`config.mk`:
```
export PLATFORM = sky130hd
export DESIGN_NAME = sseg_scan_ctrl_flat
export DESIGN_NICKNAME = d
export VERILOG_FILES = /design/src/rtl/sseg_if.sv /design/src/rtl/sseg_scan_ctrl.sv /design/src/flat_wrapper.sv
export SDC_FILE = /design/constraint.sdc
export NUM_CORES = 1
export LEC_CHECK = 0
export ABC_AREA = 1
export BUFFER_PORTS_ARGS = -buffer_cell sky130_fd_sc_hd__buf_2
export CAP_MARGIN = 20
export CELL_PAD_IN_SITES_DETAIL_PLACEMENT = 0
export CELL_PAD_IN_SITES_GLOBAL_PLACEMENT = 1
export CORE_MARGIN = 3
export CORE_UTILIZATION = 40
export CTS_CLUSTER_DIAMETER = 50
export DETAILED_ROUTE_END_ITERATION = 10
export GPL_TIMING_DRIVEN = 1
export PLACE_DENSITY_LB_ADDON = 0.1
export SETUP_SLACK_MARGIN = 0.3
export SYNTH_ARGS = -nofsm -noshare
export SYNTH_HDL_FRONTEND = slang
export SYNTH_SLANG_ARGS = --single-unit
```
`constraint.sdc`:
```
create_clock -name clk -period 3.6 [get_ports clk]
set_clock_uncertainty 0.1 [all_clocks]
set_input_delay 0.54 -clock clk [delete_from_list [all_inputs] [get_ports clk]]
set_output_delay 0.54 -clock clk [all_outputs]
set_load 0.005 [all_outputs]
```
`src/rtl/sseg_if.sv`:
```
// Display-update and scan-output bundle shared by the scan controller and its host.
// The host drives the update side; the controller drives the decoder/strobe side.
interface sseg_if #(
  parameter int DIGITS = 4
);
  localparam int IW = $clog2(DIGITS);

  logic                  load;
  logic [4*DIGITS-1:0]   value;
  logic                  dp_en;
  logic [IW-1:0]         dp_idx;
  logic                  blank_lz;
  logic [3:0]            hex;
  logic [DIGITS-1:0]     digit_sel;
  logic                  dp;
  logic                  upd_ack;
  logic                  frame_tick;

  modport master (
    output load, value, dp_en, dp_idx, blank_lz,
    input  hex, digit_sel, dp, upd_ack, frame_tick
  );

  modport slave (
    input  load, value, dp_en, dp_idx, blank_lz,
    output hex, digit_sel, dp, upd_ack, frame_tick
  );
endinterface

```
`src/rtl/sseg_scan_ctrl.sv`:
```
// Time-multiplexed seven-segment scan controller with leading-zero blanking,
// decimal-point placement and tear-free updates committed at frame boundaries.
module sseg_scan_ctrl #(
  parameter int DIGITS  = 4,
  parameter int CLK_DIV = 50000
) (
  input  logic  clk,
  input  logic  rst_n,
  sseg_if.slave bus
);
  localparam int              CW      = $clog2(CLK_DIV);
  localparam int              IW      = $clog2(DIGITS);
  localparam logic [CW-1:0]   CNT_MAX = CW'(CLK_DIV - 1);
  localparam logic [IW-1:0]   IDX_TOP = IW'(DIGITS - 1);

  typedef struct packed {
    logic [DIGITS-1:0][3:0] word;
    logic                   dp_en;
    logic [IW-1:0]          dp_idx;
  } disp_t;

  localparam disp_t DISP_DARK = '{word: '1, dp_en: 1'b0, dp_idx: '0};

  logic [CW-1:0]     cnt, cnt_next;
  logic [IW-1:0]     idx, idx_next;
  disp_t             shadow, active, active_next, incoming;
  logic              pending, pending_next;
  logic              nz, nz_next;
  logic              slot_end, boundary, blank, ack_next, dp_next;
  logic [3:0]        nib, hex_next;
  logic [DIGITS-1:0] sel_next;

  // NOTE: every variable gets a default at the top of always_comb so no path leaves it unassigned (no latch).
  always_comb begin
    incoming     = '{word: bus.value, dp_en: bus.dp_en, dp_idx: bus.dp_idx};
    slot_end     = (cnt == CNT_MAX);
    boundary     = slot_end && (idx == '0);
    cnt_next     = slot_end ? '0 : cnt + CW'(1);
    idx_next     = idx;
    active_next  = active;
    pending_next = pending;
    ack_next     = 1'b0;
    nz_next      = nz;

    if (slot_end) idx_next = (idx == '0) ? IDX_TOP : idx - IW'(1);

    // A load landing on the boundary bypasses the shadow so it shows this frame.
    if (boundary && bus.load) begin
      active_next  = incoming;
      pending_next = 1'b0;
      ack_next     = 1'b1;
    end else if (boundary && pending) begin
      active_next  = shadow;
      pending_next = 1'b0;
      ack_next     = 1'b1;
    end else if (bus.load) begin
      pending_next = 1'b1;
    end

    // Digit evaluation happens on the edge entering a slot; nz restarts each frame.
    nib   = active_next.word[idx_next];
    blank = bus.blank_lz && (nib == 4'h0) && !(nz && !boundary) && (idx_next != '0)
            && !(active_next.dp_en && (idx_next <= active_next.dp_idx));
    hex_next = blank ? 4'hF : nib;
    if (slot_end) nz_next = !blank;

    // Strobe stays dark during the first cycle of each slot while hex settles.
    sel_next = '1;
    if (cnt_next != '0) sel_next[idx_next] = 1'b0;
    dp_next = (cnt_next != '0) && active_next.dp_en && (idx_next == active_next.dp_idx);
  end

  // NOTE: sequential state uses non-blocking assignment so all registers update from pre-edge values.
  // NOTE: shadow/active words are reset (not left as uninitialised storage) so the display is dark until the first commit.
  always_ff @(posedge clk or negedge rst_n) begin
    if (!rst_n) begin
      cnt            <= '0;
      idx            <= IDX_TOP;
      shadow         <= DISP_DARK;
      active         <= DISP_DARK;
      pending        <= 1'b0;
      nz             <= 1'b0;
      bus.hex        <= 4'hF;
      bus.digit_sel  <= '1;
      bus.dp         <= 1'b0;
      bus.upd_ack    <= 1'b0;
      bus.frame_tick <= 1'b0;
    end else begin
      cnt            <= cnt_next;
      idx            <= idx_next;
      active         <= active_next;
      pending        <= pending_next;
      nz             <= nz_next;
      if (bus.load && !boundary) shadow <= incoming;
      if (slot_end) bus.hex <= hex_next;
      bus.digit_sel  <= sel_next;
      bus.dp         <= dp_next;
      bus.upd_ack    <= ack_next;
      bus.frame_tick <= boundary;
    end
  end
endmodule

```
`src/flat_wrapper.sv`:
```
// flat-port wrapper written by rule: the top's interface ports become plain ports
module sseg_scan_ctrl_flat 
#(
  parameter int DIGITS  = 4,
  parameter int CLK_DIV = 50000
)
  (clk, rst_n, bus_load, bus_value, bus_dp_en, bus_dp_idx, bus_blank_lz, bus_hex, bus_digit_sel, bus_dp, bus_upd_ack, bus_frame_tick);
  sseg_if #(.DIGITS(DIGITS)) bus_i ();
  input  logic clk;
  input  logic rst_n;
  input wire logic [$bits(bus_i.load)-1:0] bus_load;
  input wire logic [$bits(bus_i.value)-1:0] bus_value;
  input wire logic [$bits(bus_i.dp_en)-1:0] bus_dp_en;
  input wire logic [$bits(bus_i.dp_idx)-1:0] bus_dp_idx;
  input wire logic [$bits(bus_i.blank_lz)-1:0] bus_blank_lz;
  output wire logic [$bits(bus_i.hex)-1:0] bus_hex;
  output wire logic [$bits(bus_i.digit_sel)-1:0] bus_digit_sel;
  output wire logic [$bits(bus_i.dp)-1:0] bus_dp;
  output wire logic [$bits(bus_i.upd_ack)-1:0] bus_upd_ack;
  output wire logic [$bits(bus_i.frame_tick)-1:0] bus_frame_tick;
  assign bus_i.load = bus_load;
  assign bus_i.value = bus_value;
  assign bus_i.dp_en = bus_dp_en;
  assign bus_i.dp_idx = bus_dp_idx;
  assign bus_i.blank_lz = bus_blank_lz;
  assign bus_hex = bus_i.hex;
  assign bus_digit_sel = bus_i.digit_sel;
  assign bus_dp = bus_i.dp;
  assign bus_upd_ack = bus_i.upd_ack;
  assign bus_frame_tick = bus_i.frame_tick;
  sseg_scan_ctrl #(.DIGITS(DIGITS), .CLK_DIV(CLK_DIV)) u_core (.clk(clk), .rst_n(rst_n), .bus(bus_i));
endmodule
```
==> results of run 1 <==
==> layout make-up <==
class                           count  area, sq um
Fill cell                         898         4650
Sequential cell                    69         1780
Multi-Input combinational cell    316         1510
Inverter                           73          277
Timing Repair Buffer               40          218
Tap cell                          108          135
Clock buffer                       10          128
Clock inverter                      6         63.8
==> sequential cells by signal (all words and copies together) (netlist names) <==
register,count
u_core.bus.upd_ack,1
u_core.pending,1
u_core.bus.frame_tick,1
u_core.cnt,16
u_core.nz,1
u_core.bus.dp,1
u_core.active,19
u_core.shadow,19
u_core.bus.digit_sel,4
u_core.bus.hex,4
u_core.idx,2
==> power groups by stage <==
stage	Clock (W)	Sequential, W	Combinational, W
final	0.000627	0.000819	0.0000559
after global routing	0.000685	0.000821	0.0000670
after CTS	0.000647	0.000819	0.0000588
after detailed placement	0	0.000831	0.0000587
after global placement	0	0.000831	0.0000573
after floorplan	0	0.000828	0.0000227
==> synthesized netlist by cell type (4+ instances only) <==
master,n
nor2_1,28
buf_2,4
xor2_1,4
dfrtp_1,27
clkbuf_1,4
nor2_2,7
ha_1,4
o21ai_0,30
inv_1,64
dfstp_2,42
and2_1,17
nand2_1,150
inv_2,6
nand3_1,48
nand4_1,5
==> metrics by stage <==
stage	hold slack [ps]	util [%]
3_3_place_gp	356	44.5
4_1_cts	57.9	46.7
5_1_grt	63.6	46.9
6_report	52.4	46.9
2_1_floorplan	144	-
3_5_place_dp	362	44.5
==> logic make-up after synthesis <==
| logic type | synth area share (%) |
|---|---|
| AND/OR/NAND/NOR | 34.0 |
| flip-flops | 49.2 |
| buffers and inverters | 9.13 |
| adder cells (fa/ha/maj) | 1.38 |
| XOR/XNOR | 0.968 |
| AO/OA/AOI/OAI | 5.32 |
==> layer usage <==
layer / share of wire [%] / global-route usage [%]
met3: 2.0 / 3.67
met1: 46 / 23.5
met4: 0.86 / 4.81
met2: 51 / 31.0
met5: 0 / 0
==> worst max-delay path, cell delays in order, from the launching register on <==
cell and delay, ps:
dfrtp_1 390, ha_1 210, nand3_2 130, nor3_1 160, nand2_1 180, nor2_1 190
nand2_1 80, o21ai_0 200, inv_1 70, ha_1 300, inv_1 60, nor2_1 30
o21ai_0 150, nand3_1 130, nand2_1 70, inv_1 40, nand2_1 70, nor2_2 40
nand2_2 90, nand2_1 60, nand2_1 50, nand2_1 50
==> worst paths after layout <==
kind | cells after the start | to | from
max in group asynchronous | 2 | u_core.shadow[4]$_DFFE_PN1P_ | rst_n
setup / recovery | 21 | u_core.bus.hex[1]$_DFFE_PN1N_ | u_core.cnt[0]$_DFF_PN0_
setup reg to reg | 21 | u_core.bus.hex[1]$_DFFE_PN1N_ | u_core.cnt[0]$_DFF_PN0_
min in group clk | 3 | u_core.shadow[16]$_DFFE_PN1P_ | bus_value[13]
hold reg to reg | 2 | u_core.bus.hex[2]$_DFFE_PN1N_ | u_core.bus.hex[2]$_DFFE_PN1N_
hold / removal | 1 | u_core.cnt[3]$_DFF_PN0_ | rst_n
==> repair_timing <==
| action | in CTS | in global routing |
|---|---|---|
| gates resized for setup | 0 | 0 |
| setup buffers | 0 | 2 |
| setup endpoints to repair | 0 | 3 |
==> impl_metrics.ini, run 1 <==
[sta]
fin_crit_ps = 2900
fmax_mhz = 345
setup_slack_ps = 697
tns_ps = 0
relSlewSlack_pct = 66.9
tightestPinTransition_ps = 495
fin_crit_sh_pct = 80.6
slew_violations = 0
finalHoldViolCount = 0
finalSetupViolCount = 0
rsz0062_at_grt = false

[placement]
place_area_sq_um = 3900
dp_cells = 604
gp_congestion = 0.818
io_buffers = 33
dpl.hpwl_um = 6200
pre_cts_slack_ps = 661

[routing]
drt_iter0_markers = 164
dr.pass1.iters = 4
routed_via_density = 4.74
wl_per_cell_um = 13.6
routed_wl_um = 8490
vias = 2950
route.detailed.drc = 0
ant_nets = 0

[worst_setup_path]
crit_path_max_fanout = 6
cp-start-kind = register
crit_path_end_kind = register
rrSetupSlack_ps = 700
worstPathArrival_ps = 3080
critPathRequiredTime_ps = 3780
worstSetupPathType = reg -> reg

[synthesis]
ys_seq_elements = 69
ys_types = 32
syn_area_sq_um = 3620
syn-num-nets = 495
ys.flop_type = dfstp_2
avgSynthCellArea_sq_um = 7.73
ys_warn_count = 0
syn_inst = 468
yosys.area.top_type = dfstp_2
ys_seq_area_share_pct = 49.2
synthTopCellsByArea = dfstp_2 30%, dfrtp_1 19%, nand2_1 16%
synth_edf_count = 0
synth_top_area_share_pct = 30.5
async_reset_ff_share_pct = 100

[clock_tree]
clockRootBuffer = clkbuf_8
clock_latency_ps = 340
htreeDepth = 3
path_clk_slew_ps = 80
cts_inserted_buffers = 9
clock_sinks = 69
cts_tree = done
cts.path.max_buffers = 2
cts-hold-fix-buffers = 0

[pwr]
switching_share_pct = 23.7
power_w = 0.00150
power_frac_comb_pct = 3.7
p_per_area_nw_per_um2 = 365
p_leak_nw = 2.10
power_switching_w = 0.000356
internal_power_w = 0.00115
power_frac_seq_pct = 54.5
clockPowerShare_pct = 41.8
peakVddDrop_v = 0.000169

[final_layout]
fin_area_sq_um = 4110
final_common_cell = nand2_1
nets = 536
antenna_cells = 0
areaGrowthSynthToFinish_pct = 13.5
mostFrequentLayoutCells = 150 x nand2_1, 64 x inv_1, 48 x nand3_1
drive_gt1_share_pct = 23.7
layout.cells.non_filler = 622

[floorplan]
io_pins = 34
placementRows = 34
core_area_sq_um = 8760
die_h_um = 101
dieWidth_um = 101
die-area_sq_um = 10200
initial_utilization_pct = 41.3

[status]
status = finished, final reports clean

[flow_run]
drv_cap = 0

[global_routing]
antenna_found_initial = 0
overflow = 0
grt_first_pass_wirelength_um = 14500
track_usage_pct = 18.2
grt_pass1_vias = 2928
grt_max_degree = 39

[min_path]
hold_path_class = in -> async
Note: power is estimated with default switching activity, not from simulation.
==> inputs of run 2 (changes only) <==
clock period = 2.38 ns   (was 3.6 ns; I/O delays follow)
==> impl_metrics.ini, run 2 (synthesis results as in run 1) <==
[pwr]
internal_power_w = 0.00185
power_frac_comb_pct = 4.0
peakVddDrop_v = 0.000276
switching_share_pct = 21.6
p_per_area_nw_per_um2 = 481
p_leak_nw = 2.50
power_frac_seq_pct = 52.5
power_switching_w = 0.000510
clockPowerShare_pct = 43.5

[sta]
whs_ps = 140
fin_crit_sh_pct = 109
fmax_mhz = 387
slew_violations = 0
setup_slack_ps = -203
finalHoldViolCount = 0
finalSetupViolCount = 5
fin_crit_ps = 2580
relSlewSlack_pct = 67.0
tns_ps = -997
tightestPinTransition_ps = 495
rsz0062_at_grt = true

[routing]
vias = 3246
route.detailed.drc = 0
drt_iter0_markers = 133
routed_wl_um = 9180
ant_nets = 0
dr.pass1.iters = 4
routed_via_density = 4.70
wl_per_cell_um = 13.3

[clock_tree]
htreeDepth = 3
path_clk_slew_ps = 80
cts_inserted_buffers = 9
clockRootBuffer = clkbuf_8
cts.path.max_buffers = 2
clock_latency_ps = 340
clock_sinks = 69
cts_tree = done

[status]
violations = negative setup slack
status = finished with violations

[placement]
dpl.hpwl_um = 6760
pre_cts_slack_ps = -276
place_area_sq_um = 4440
io_buffers = 33
gp_congestion = 0.864

[final_layout]
top_regs = u_core.active (19), u_core.shadow (19), u_core.cnt (16)
final_util_pct = 55.9
final_common_cell = nand2_1
fin_area_sq_um = 4900
mostFrequentLayoutCells = 143 x nand2_1, 69 x buf_4, 55 x inv_1
fill_cells = 841
nets = 605
drive_gt1_share_pct = 38.8
areaGrowthSynthToFinish_pct = 35.3
antenna_cells = 0

[floorplan]
core_area_sq_um = 8760
die_h_um = 101
io_pins = 34
dieWidth_um = 101
placementRows = 34
initial_utilization_pct = 41.3
die-area_sq_um = 10200

[global_routing]
track_usage_pct = 19.5
overflow = 0
grt_pass1_vias = 3335
grt_max_degree = 51
antenna_found_initial = 0
grt_first_pass_wirelength_um = 15500

[min_path]
hold_path_class = in -> reg
min_path_cells = 3

[worst_setup_path]
worstSetupPathType = reg -> reg
crit_path_end_kind = register
rr_worst_depth = 23
crit_path_max_fanout = 5
critPathRequiredTime_ps = 2570
worstPathArrival_ps = 2770
cp-start-kind = register

[flow_run]
drv_cap = 0
-- run 2: per-stage QoR --
stage / power (W) / cells
2_1_floorplan: 0.00129 / 468
3_3_place_gp: 0.00135 / 664
3_5_place_dp: 0.00135 / 664
4_1_cts: 0.00240 / 686
5_1_grt: 0.00245 / 691
6_report: 0.00236 / 691
-- run 2: power by group through the flow --
| stage | logic, W | clock network [W] | registers [W] |
|---|---|---|---|
| finish | 0.0000939 | 0.00103 | 0.00124 |
| global placement | 0.0000902 | 0 | 0.00126 |
| CTS | 0.0000954 | 0.00106 | 0.00124 |
| detailed placement | 0.0000920 | 0 | 0.00126 |
| floorplan | 0.0000343 | 0 | 0.00125 |
| global route | 0.000110 | 0.00110 | 0.00124 |
-- run 2: critical path, stage by stage (launching register included) --
cell	delay [ps]
dfrtp_1	390
nor2_2	160
nand2_4	100
nor3_4	180
nand2_2	80
nor2_2	100
nand3_1	80
nand2_1	60
nand2_1	50
o21ai_2	70
inv_2	60
ha_4	270
inv_2	20
nor2_1	80
o21ai_1	70
nand3_1	110
nand2_1	60
inv_1	60
nand2_1	60
nor2_2	120
nand2_2	80
nand2_1	70
nand2_1	40
nand2_1	60
-- run 2: path summary, 6_finish.rpt --
path	start	to	slack [ps]
setup / recovery	u_core.cnt[13]$_DFF_PN0_	u_core.bus.hex[2]$_DFFE_PN1N_	-200
hold / removal	bus_value[14]	u_core.shadow[17]$_DFFE_PN1P_	140
setup reg to reg	u_core.cnt[13]$_DFF_PN0_	u_core.bus.hex[2]$_DFFE_PN1N_	-200
hold reg to reg	u_core.bus.hex[1]$_DFFE_PN1N_	u_core.bus.hex[1]$_DFFE_PN1N_	370
max in group asynchronous	rst_n	u_core.shadow[12]$_DFFE_PN1P_	1070
min in group asynchronous	rst_n	u_core.cnt[12]$_DFF_PN0_	410
-- run 2: timing repair --
item	in CTS	in global routing
buffers inserted	5	5
setup endpoints to repair	10	33
hold buffers	1	0
gates resized for setup	15	29
pin swaps	9	17
hold endpoints to repair	15	0
-- run 2: cell type report --
class | instances | area [sq um] | area share, %
inverters | 73 | 282 | 5.75
clock buffers | 12 | 135 | 2.76
well taps | 108 | 135 | 2.76
multi-input cells | 316 | 1710 | 34.8
repair buffers | 109 | 787 | 16.1
clock inverters | 4 | 72.6 | 1.48
flip-flops and latches | 69 | 1780 | 36.3
-- run 2: per-layer routing --
layer  vias up  share of wire [%]  track usage [%]
met5         -                  0                0
met4         0                1.4             5.73
met3        12                2.4             4.22
met2        36                 50             33.5
met1      1531                 46             24.6
li1       1667                  -                -
